===== src/rtl/al422_pkg.sv =====
// Shared definitions for the AL422 frame FIFO write path and the reader.
// The frame byte format constants must stay in step with al422_bam_bs.
package al422_pkg;

  typedef enum logic [2:0] {
    ST_IDLE = 3'd0,
    ST_SYNC = 3'd1,
    ST_RST  = 3'd2,
    ST_RUN  = 3'd3,
    ST_FULL = 3'd4
  } wr_state_e;

  localparam int AL422_CAPACITY = 393216;
  localparam int BYTE_CNT_W     = 19;

  // Header byte at the start of each frame, as decoded by al422_bam_bs.
  localparam int HDR_PLANE_LSB = 0;
  localparam int HDR_PLANE_MSB = 2;
  localparam int HDR_GAMMA_BIT = 6;
  localparam int HDR_VALID_BIT = 7;

  // Number of in_clk cycles spent in the write-reset sequence (two per WCK period).
  function automatic int unsigned rst_ticks(input int unsigned periods);
    return (periods < 1) ? 2 : 2 * periods;
  endfunction

endpackage


===== src/rtl/al422_sync2.sv =====
// Two-flop synchroniser for a single asynchronous level.
module al422_sync2 #(
  parameter logic RST_VAL = 1'b1
) (
  input  logic clk_i,
  input  logic rst_ni,
  input  logic d_i,
  output logic q_o
);

  logic meta_q;
  logic sync_q;

  always_ff @(posedge clk_i or negedge rst_ni) begin
    if (!rst_ni) begin
      meta_q <= RST_VAL;
      sync_q <= RST_VAL;
    end else begin
      meta_q <= d_i;
      sync_q <= meta_q;
    end
  end

  assign q_o = sync_q;

endmodule


===== src/rtl/al422_wr_ctrl.sv =====
// AL422 write-side controller: frames an upstream byte stream into the FIFO,
// issuing /WRST at every frame start and clocking bytes with /WE and WCK.
module al422_wr_ctrl
  import al422_pkg::*;
#(
  parameter int FRAME_BYTES    = AL422_CAPACITY,
  parameter int WRST_CYCLES    = 4,
  parameter bit LOCK_TO_READER = 1'b1
) (
  input  logic                  in_clk,
  input  logic                  in_nrst,
  input  logic [7:0]            in_data,
  input  logic                  in_valid,
  input  logic                  in_sof,
  output logic                  in_ready,
  input  logic                  rd_rewind_n,
  output logic [7:0]            al422_d_out,
  output logic                  al422_wck_out,
  output logic                  al422_we_out,
  output logic                  al422_wrst_out,
  output logic                  frame_done,
  output logic                  overflow,
  output logic [BYTE_CNT_W-1:0] byte_cnt
);

  localparam int RST_TICKS = int'(rst_ticks(WRST_CYCLES));
  localparam int RC_W      = (RST_TICKS > 2) ? $clog2(RST_TICKS) : 1;
  localparam logic [RC_W-1:0] RC_LAST = RC_W'(RST_TICKS - 1);
  localparam logic [BYTE_CNT_W-1:0] CNT_MAX = BYTE_CNT_W'(FRAME_BYTES);

  wr_state_e             state_q, state_d;
  logic                  ph_q, ph_d;
  logic [7:0]            skid_q, skid_d;
  logic [RC_W-1:0]       rc_q, rc_d;
  logic [BYTE_CNT_W-1:0] cnt_q, cnt_d;
  logic                  rdy_q, rdy_d;
  logic                  wck_q, wck_d;
  logic                  we_q, we_d;
  logic                  wrst_q, wrst_d;
  logic [7:0]            dat_q, dat_d;
  logic                  done_q, done_d;
  logic                  ovf_q, ovf_d;
  logic                  sync_first_q, sync_first_d;
  logic                  rew_prev_q;
  logic                  rew_s;
  logic                  take;
  logic                  begin_frame;
  logic                  start_rst;
  logic                  rew_fall;

  al422_sync2 #(
    .RST_VAL(1'b1)
  ) u_rew_sync (
    .clk_i (in_clk),
    .rst_ni(in_nrst),
    .d_i   (rd_rewind_n),
    .q_o   (rew_s)
  );

  assign take = in_valid & rdy_q;
  // A rewind already in progress when SYNC is entered counts as the edge.
  assign rew_fall = ~rew_s & (sync_first_q | rew_prev_q);

  always_comb begin
    state_d      = state_q;
    ph_d         = ph_q;
    skid_d       = skid_q;
    rc_d         = rc_q;
    cnt_d        = cnt_q;
    rdy_d        = rdy_q;
    wck_d        = wck_q;
    we_d         = we_q;
    wrst_d       = wrst_q;
    dat_d        = dat_q;
    done_d       = 1'b0;
    ovf_d        = ovf_q;
    sync_first_d = 1'b0;
    begin_frame  = 1'b0;
    start_rst    = 1'b0;

    case (state_q)
      ST_IDLE: begin
        rdy_d = 1'b1;
        we_d  = 1'b1;
        wck_d = 1'b0;
        ph_d  = 1'b0;
        if (take && in_sof) begin
          begin_frame = 1'b1;
        end
      end

      ST_SYNC: begin
        rdy_d = 1'b0;
        we_d  = 1'b1;
        wck_d = 1'b0;
        if (rew_fall) begin
          start_rst = 1'b1;
        end
      end

      ST_RST: begin
        if (rc_q == RC_LAST) begin
          // Leave reset with the setup half of the skid byte already done.
          state_d = ST_RUN;
          wrst_d  = 1'b1;
          dat_d   = skid_q;
          we_d    = 1'b0;
          wck_d   = 1'b0;
          ph_d    = 1'b1;
          rdy_d   = 1'b0;
        end else begin
          rc_d  = rc_q + RC_W'(1);
          wck_d = ~wck_q;
        end
      end

      ST_RUN: begin
        if (ph_q) begin
          wck_d = 1'b1;
          ph_d  = 1'b0;
          rdy_d = 1'b1;
          cnt_d = cnt_q + BYTE_CNT_W'(1);
          if (cnt_q + BYTE_CNT_W'(1) == CNT_MAX) begin
            state_d = ST_FULL;
            done_d  = 1'b1;
          end
        end else begin
          wck_d = 1'b0;
          if (take) begin
            if (in_sof) begin
              done_d      = 1'b1;
              begin_frame = 1'b1;
            end else begin
              dat_d = in_data;
              we_d  = 1'b0;
              ph_d  = 1'b1;
              rdy_d = 1'b0;
            end
          end else begin
            we_d = 1'b1;
          end
        end
      end

      ST_FULL: begin
        rdy_d = 1'b1;
        we_d  = 1'b1;
        wck_d = 1'b0;
        if (take) begin
          if (in_sof) begin
            begin_frame = 1'b1;
          end else begin
            ovf_d = 1'b1;
          end
        end
      end

      default: begin
        state_d = ST_IDLE;
      end
    endcase

    if (begin_frame) begin
      skid_d = in_data;
      cnt_d  = '0;
      ovf_d  = 1'b0;
      rdy_d  = 1'b0;
      we_d   = 1'b1;
      wck_d  = 1'b0;
      ph_d   = 1'b0;
      if (LOCK_TO_READER) begin
        state_d      = ST_SYNC;
        sync_first_d = 1'b1;
      end else begin
        start_rst = 1'b1;
      end
    end

    if (start_rst) begin
      state_d = ST_RST;
      rc_d    = '0;
      wrst_d  = 1'b0;
      we_d    = 1'b1;
      wck_d   = 1'b0;
      rdy_d   = 1'b0;
    end
  end

  always_ff @(posedge in_clk or negedge in_nrst) begin
    if (!in_nrst) begin
      state_q      <= ST_IDLE;
      ph_q         <= 1'b0;
      skid_q       <= '0;
      rc_q         <= '0;
      cnt_q        <= '0;
      rdy_q        <= 1'b0;
      wck_q        <= 1'b0;
      we_q         <= 1'b1;
      wrst_q       <= 1'b1;
      dat_q        <= '0;
      done_q       <= 1'b0;
      ovf_q        <= 1'b0;
      sync_first_q <= 1'b0;
      rew_prev_q   <= 1'b1;
    end else begin
      state_q      <= state_d;
      ph_q         <= ph_d;
      skid_q       <= skid_d;
      rc_q         <= rc_d;
      cnt_q        <= cnt_d;
      rdy_q        <= rdy_d;
      wck_q        <= wck_d;
      we_q         <= we_d;
      wrst_q       <= wrst_d;
      dat_q        <= dat_d;
      done_q       <= done_d;
      ovf_q        <= ovf_d;
      sync_first_q <= sync_first_d;
      rew_prev_q   <= rew_s;
    end
  end

  assign in_ready       = rdy_q;
  assign al422_d_out    = dat_q;
  assign al422_wck_out  = wck_q;
  assign al422_we_out   = we_q;
  assign al422_wrst_out = wrst_q;
  assign frame_done     = done_q;
  assign overflow       = ovf_q;
  assign byte_cnt       = cnt_q;

endmodule


===== config.mk =====
export PLATFORM = sky130hd
export DESIGN_NAME = al422_wr_ctrl
export DESIGN_NICKNAME = d
export VERILOG_FILES = /design/src/rtl/al422_pkg.sv /design/src/rtl/al422_sync2.sv /design/src/rtl/al422_wr_ctrl.sv
export SDC_FILE = /design/constraint.sdc
export NUM_CORES = 1
export LEC_CHECK = 0
export CAP_MARGIN = 0
export CORE_MARGIN = 2
export CORE_UTILIZATION = 57
export DETAILED_ROUTE_END_ITERATION = 7
export GPL_ROUTABILITY_DRIVEN = 0
export PLACE_DENSITY = 0.84
export SLEW_MARGIN = 0
export SYNTH_ARGS = -nofsm -noshare
export SYNTH_HDL_FRONTEND = slang
export SYNTH_SLANG_ARGS = --single-unit

===== constraint.sdc =====
create_clock -name in_clk -period 4.95 [get_ports in_clk]
set_input_delay 0.495 -clock in_clk [delete_from_list [all_inputs] [get_ports in_clk]]
set_output_delay 0.495 -clock in_clk [all_outputs]
set_load 0.03 [all_outputs]

==> flow_summary.toml <==
[timing]
setup_viol_count_final = 0
hold_viol = 0
clock_skew_ns = 0.00659
rsz0062_at_grt = "no"
tightest_slew_ns = 1.04
fmax_mhz = 294
fin_crit_ns = 3.40
finalWorstSetupSlack_ns = 1.55
maxSlewViolCount = 0
period_share_pct = 68.8
fin_setup_tns_ns = 0
holdWs_ns = 0.287
slew-limit-headroom_pct = 30.5

[power]
p_leak_nw = 1.48
power_mw = 1.78
max-vdd-ir-drop_mv = 0.306
pwr_density_cell_mw_per_mm2 = 523

[synthesis]
syn_avg_cell_area_sq_um = 8.74
ys_types = 49
synth_top_area_share_pct = 41.7
synth-seq-area-share_pct = 46.3
synthTopCellsByArea = "dfrtp_1 42%, nand2_1 8.4%, o21ai_0 7.1%, dfstp_2 4.7%, nor2_1 4.1%"
synth_cells = 323
synthesis.area_sq_mm = 0.00282
async_flop_share_pct = 100
synth_top_area_cell = "dfrtp_1"
synth_warnings = 0
synth-seq-cells = 52
synth_fp_nets = 340
synth_commonest_cells = "63 x nand2_1, 47 x dfrtp_1, 40 x o21ai_0"
synth-main-ff-cell = "dfrtp_1"
synth_edf_count = 0
synth_most_common_cell = "nand2_1"

[routing]
wl_per_cell_um = 14.3
vias = 2509
wl_um = 6140
drtPass1Iterations = 4
viasPerCell = 5.85
detail-route-antenna-nets = 0
drt_iter0_markers = 307
drc_errors = 0

[worst_setup_path]
slowest_stage = "nor2_1"
rrSetupSlack_ns = 1.55
slowest_delay_ns = 0.88
worstPathRequired_ns = 5.18
crit_type = "reg -> reg"
end_kind = "flip-flop"
crit_fanout = 18
crit_arrival_ns = 3.63
endpoint = "byte_cnt[2]"
worstRegToRegCells = 7
r2r-end = "byte_cnt[2]"
worstPathCellList = "nand3b_1, nor2_1, o21ai_1, inv_1, nor2_1, o21ai_0, o21ai_0"
cp-startpoint = "state_q[2]"
cp-start-kind = "flip-flop"
timing.rr.start = "state_q[2]"

[clock_network]
clock_sinks = 52
cts_tree = "done"
ctsLongestPathBuffers = 2
post_cts_buffers = 0
htreeDepth = 2
clk_pin_slew_ns = 0.09
cts_buffers = 5
hold_buffers = 0
clk_latency_ns = 0.31
post_cts_resize_count = 0
cts-root-buf = "clkbuf_8"

[cells_and_area]
layout.nets = 378
fillerInstances = 363
multi_input_area_sq_mm = 0.00143
antenna_cells = 0
post_route_cells_drive_above_1_share_pct = 8.84
fin_area_sq_mm = 0.00340
area_growth_pct = 20.4
ff_latch_area_sq_mm = 0.00131

[global_route]
grt_max_degree = 53
grt-ovfl-total = 0
track_usage_pct = 23.9
grt_pass1_wl_um = 10300
grt_pass1_vias = 2214
antenna_found_initial = 0

[placement]
place_area_sq_mm = 0.00330
pre_cts_slack_ns = 1.61
port_buffers = 45
dp_hpwl_um = 4270

[die]
die_area_sq_mm = 0.00553
io_pins = 46
fp-row-count = 25
die_h_um = 74.4
initial_utilization_pct = 59.4
coreArea_sq_mm = 0.00475
die_x_um = 74.4

[outcome]
status = "completed"

[hold_path]
hold_path_class = "in -> async"

[job]
drv_cap = 0
==> layout make-up <==
type,instances,area share (%)
Tap cell,67,2.47
Timing Repair Buffer,47,13.5
Inverter,4,0.442
Clock buffer,6,2.43
Multi-Input combinational cell,251,42.2
Clock inverter,2,0.442
Sequential cell,52,38.5
==> power by group <==
group	internal, mW	switching (mW)
sequential	0.571	0.208
combinational	0.327	0.413
clock	0.113	0.144
total	1.01	0.765
==> worst max-delay path, delay by kind of cell, from the launching register on <==
kind                   cells  cell delay (ns)
buffers and inverters      1             0.36
and+or+nand+nor            3             1.34
AOI/OAI and AO/OA          3             1.01
DFF                        1             0.61
==> metal layers <==
metal,wire (um),track usage [%],vias to the layer above
met1,2770,32.1,1199
met5,0,0,-
met3,382,5.69,11
li1,-,-,1226
met4,101,8.53,0
met2,2890,38.1,73
==> worst min path at each step <==
stage	from	cells after the start	endpoint	slack [ns]
2_1_floorplan	in_nrst	0	al422_d_out[0]	0.20
3_5_place_dp	u_rew_sync.meta_q	0	u_rew_sync.q_o	0.35
6_report	in_nrst	2	in_ready	0.29
3_3_place_gp	u_rew_sync.meta_q	0	u_rew_sync.q_o	0.35
5_1_grt	in_nrst	2	state_q[0]	0.36
4_1_cts	in_nrst	2	al422_wck_out	0.31
==> layout by cell type, fill, tap and decap left out, types with 4 or more instances in the layout <==
master           netlist  final
nand2_1               63     63
dfrtp_1               47     47
clkdlybuf4s50_1        0     44
o21ai_0               40     40
nor2_1                31     31
a31oi_1               13     13
a21oi_1               12     12
nand3_1               10     10
and3_1                 6      6
o31ai_1                6      6
clkbuf_8               0      6
nor4_1                 5      5
and2_1                 5      5
dfstp_2                5      5
inv_1                  4      4
nand4_1                4      4
nor2b_1                4      4
ha_1                   4      4
==> sequential cells by signal, indices dropped and copies added, names as in the netlist, 3 cells and up <==
signal,count
state_q,3
rc_q,3
skid_q,8
byte_cnt,19
al422_d_out,8
==> cell families after synthesis <==
family	Yosys count	synth area share [%]
AND/OR/NAND/NOR	151	27.3
AO/OA/AOI/OAI	90	19.7
flip-flops	52	46.3
buffers and inverters	20	2.88
adder cells (fa/ha/maj)	4	1.77
XOR/XNOR	3	0.931
multiplexers	3	1.15
==> through the flow <==
stage               cells  utilization [%]
CTS                   429             71.5
floorplan             323                -
detailed placement    421             69.4
global placement      421             69.4
finish                429             71.5
global route          429             71.5
Power figures use the tool's default switching activity.
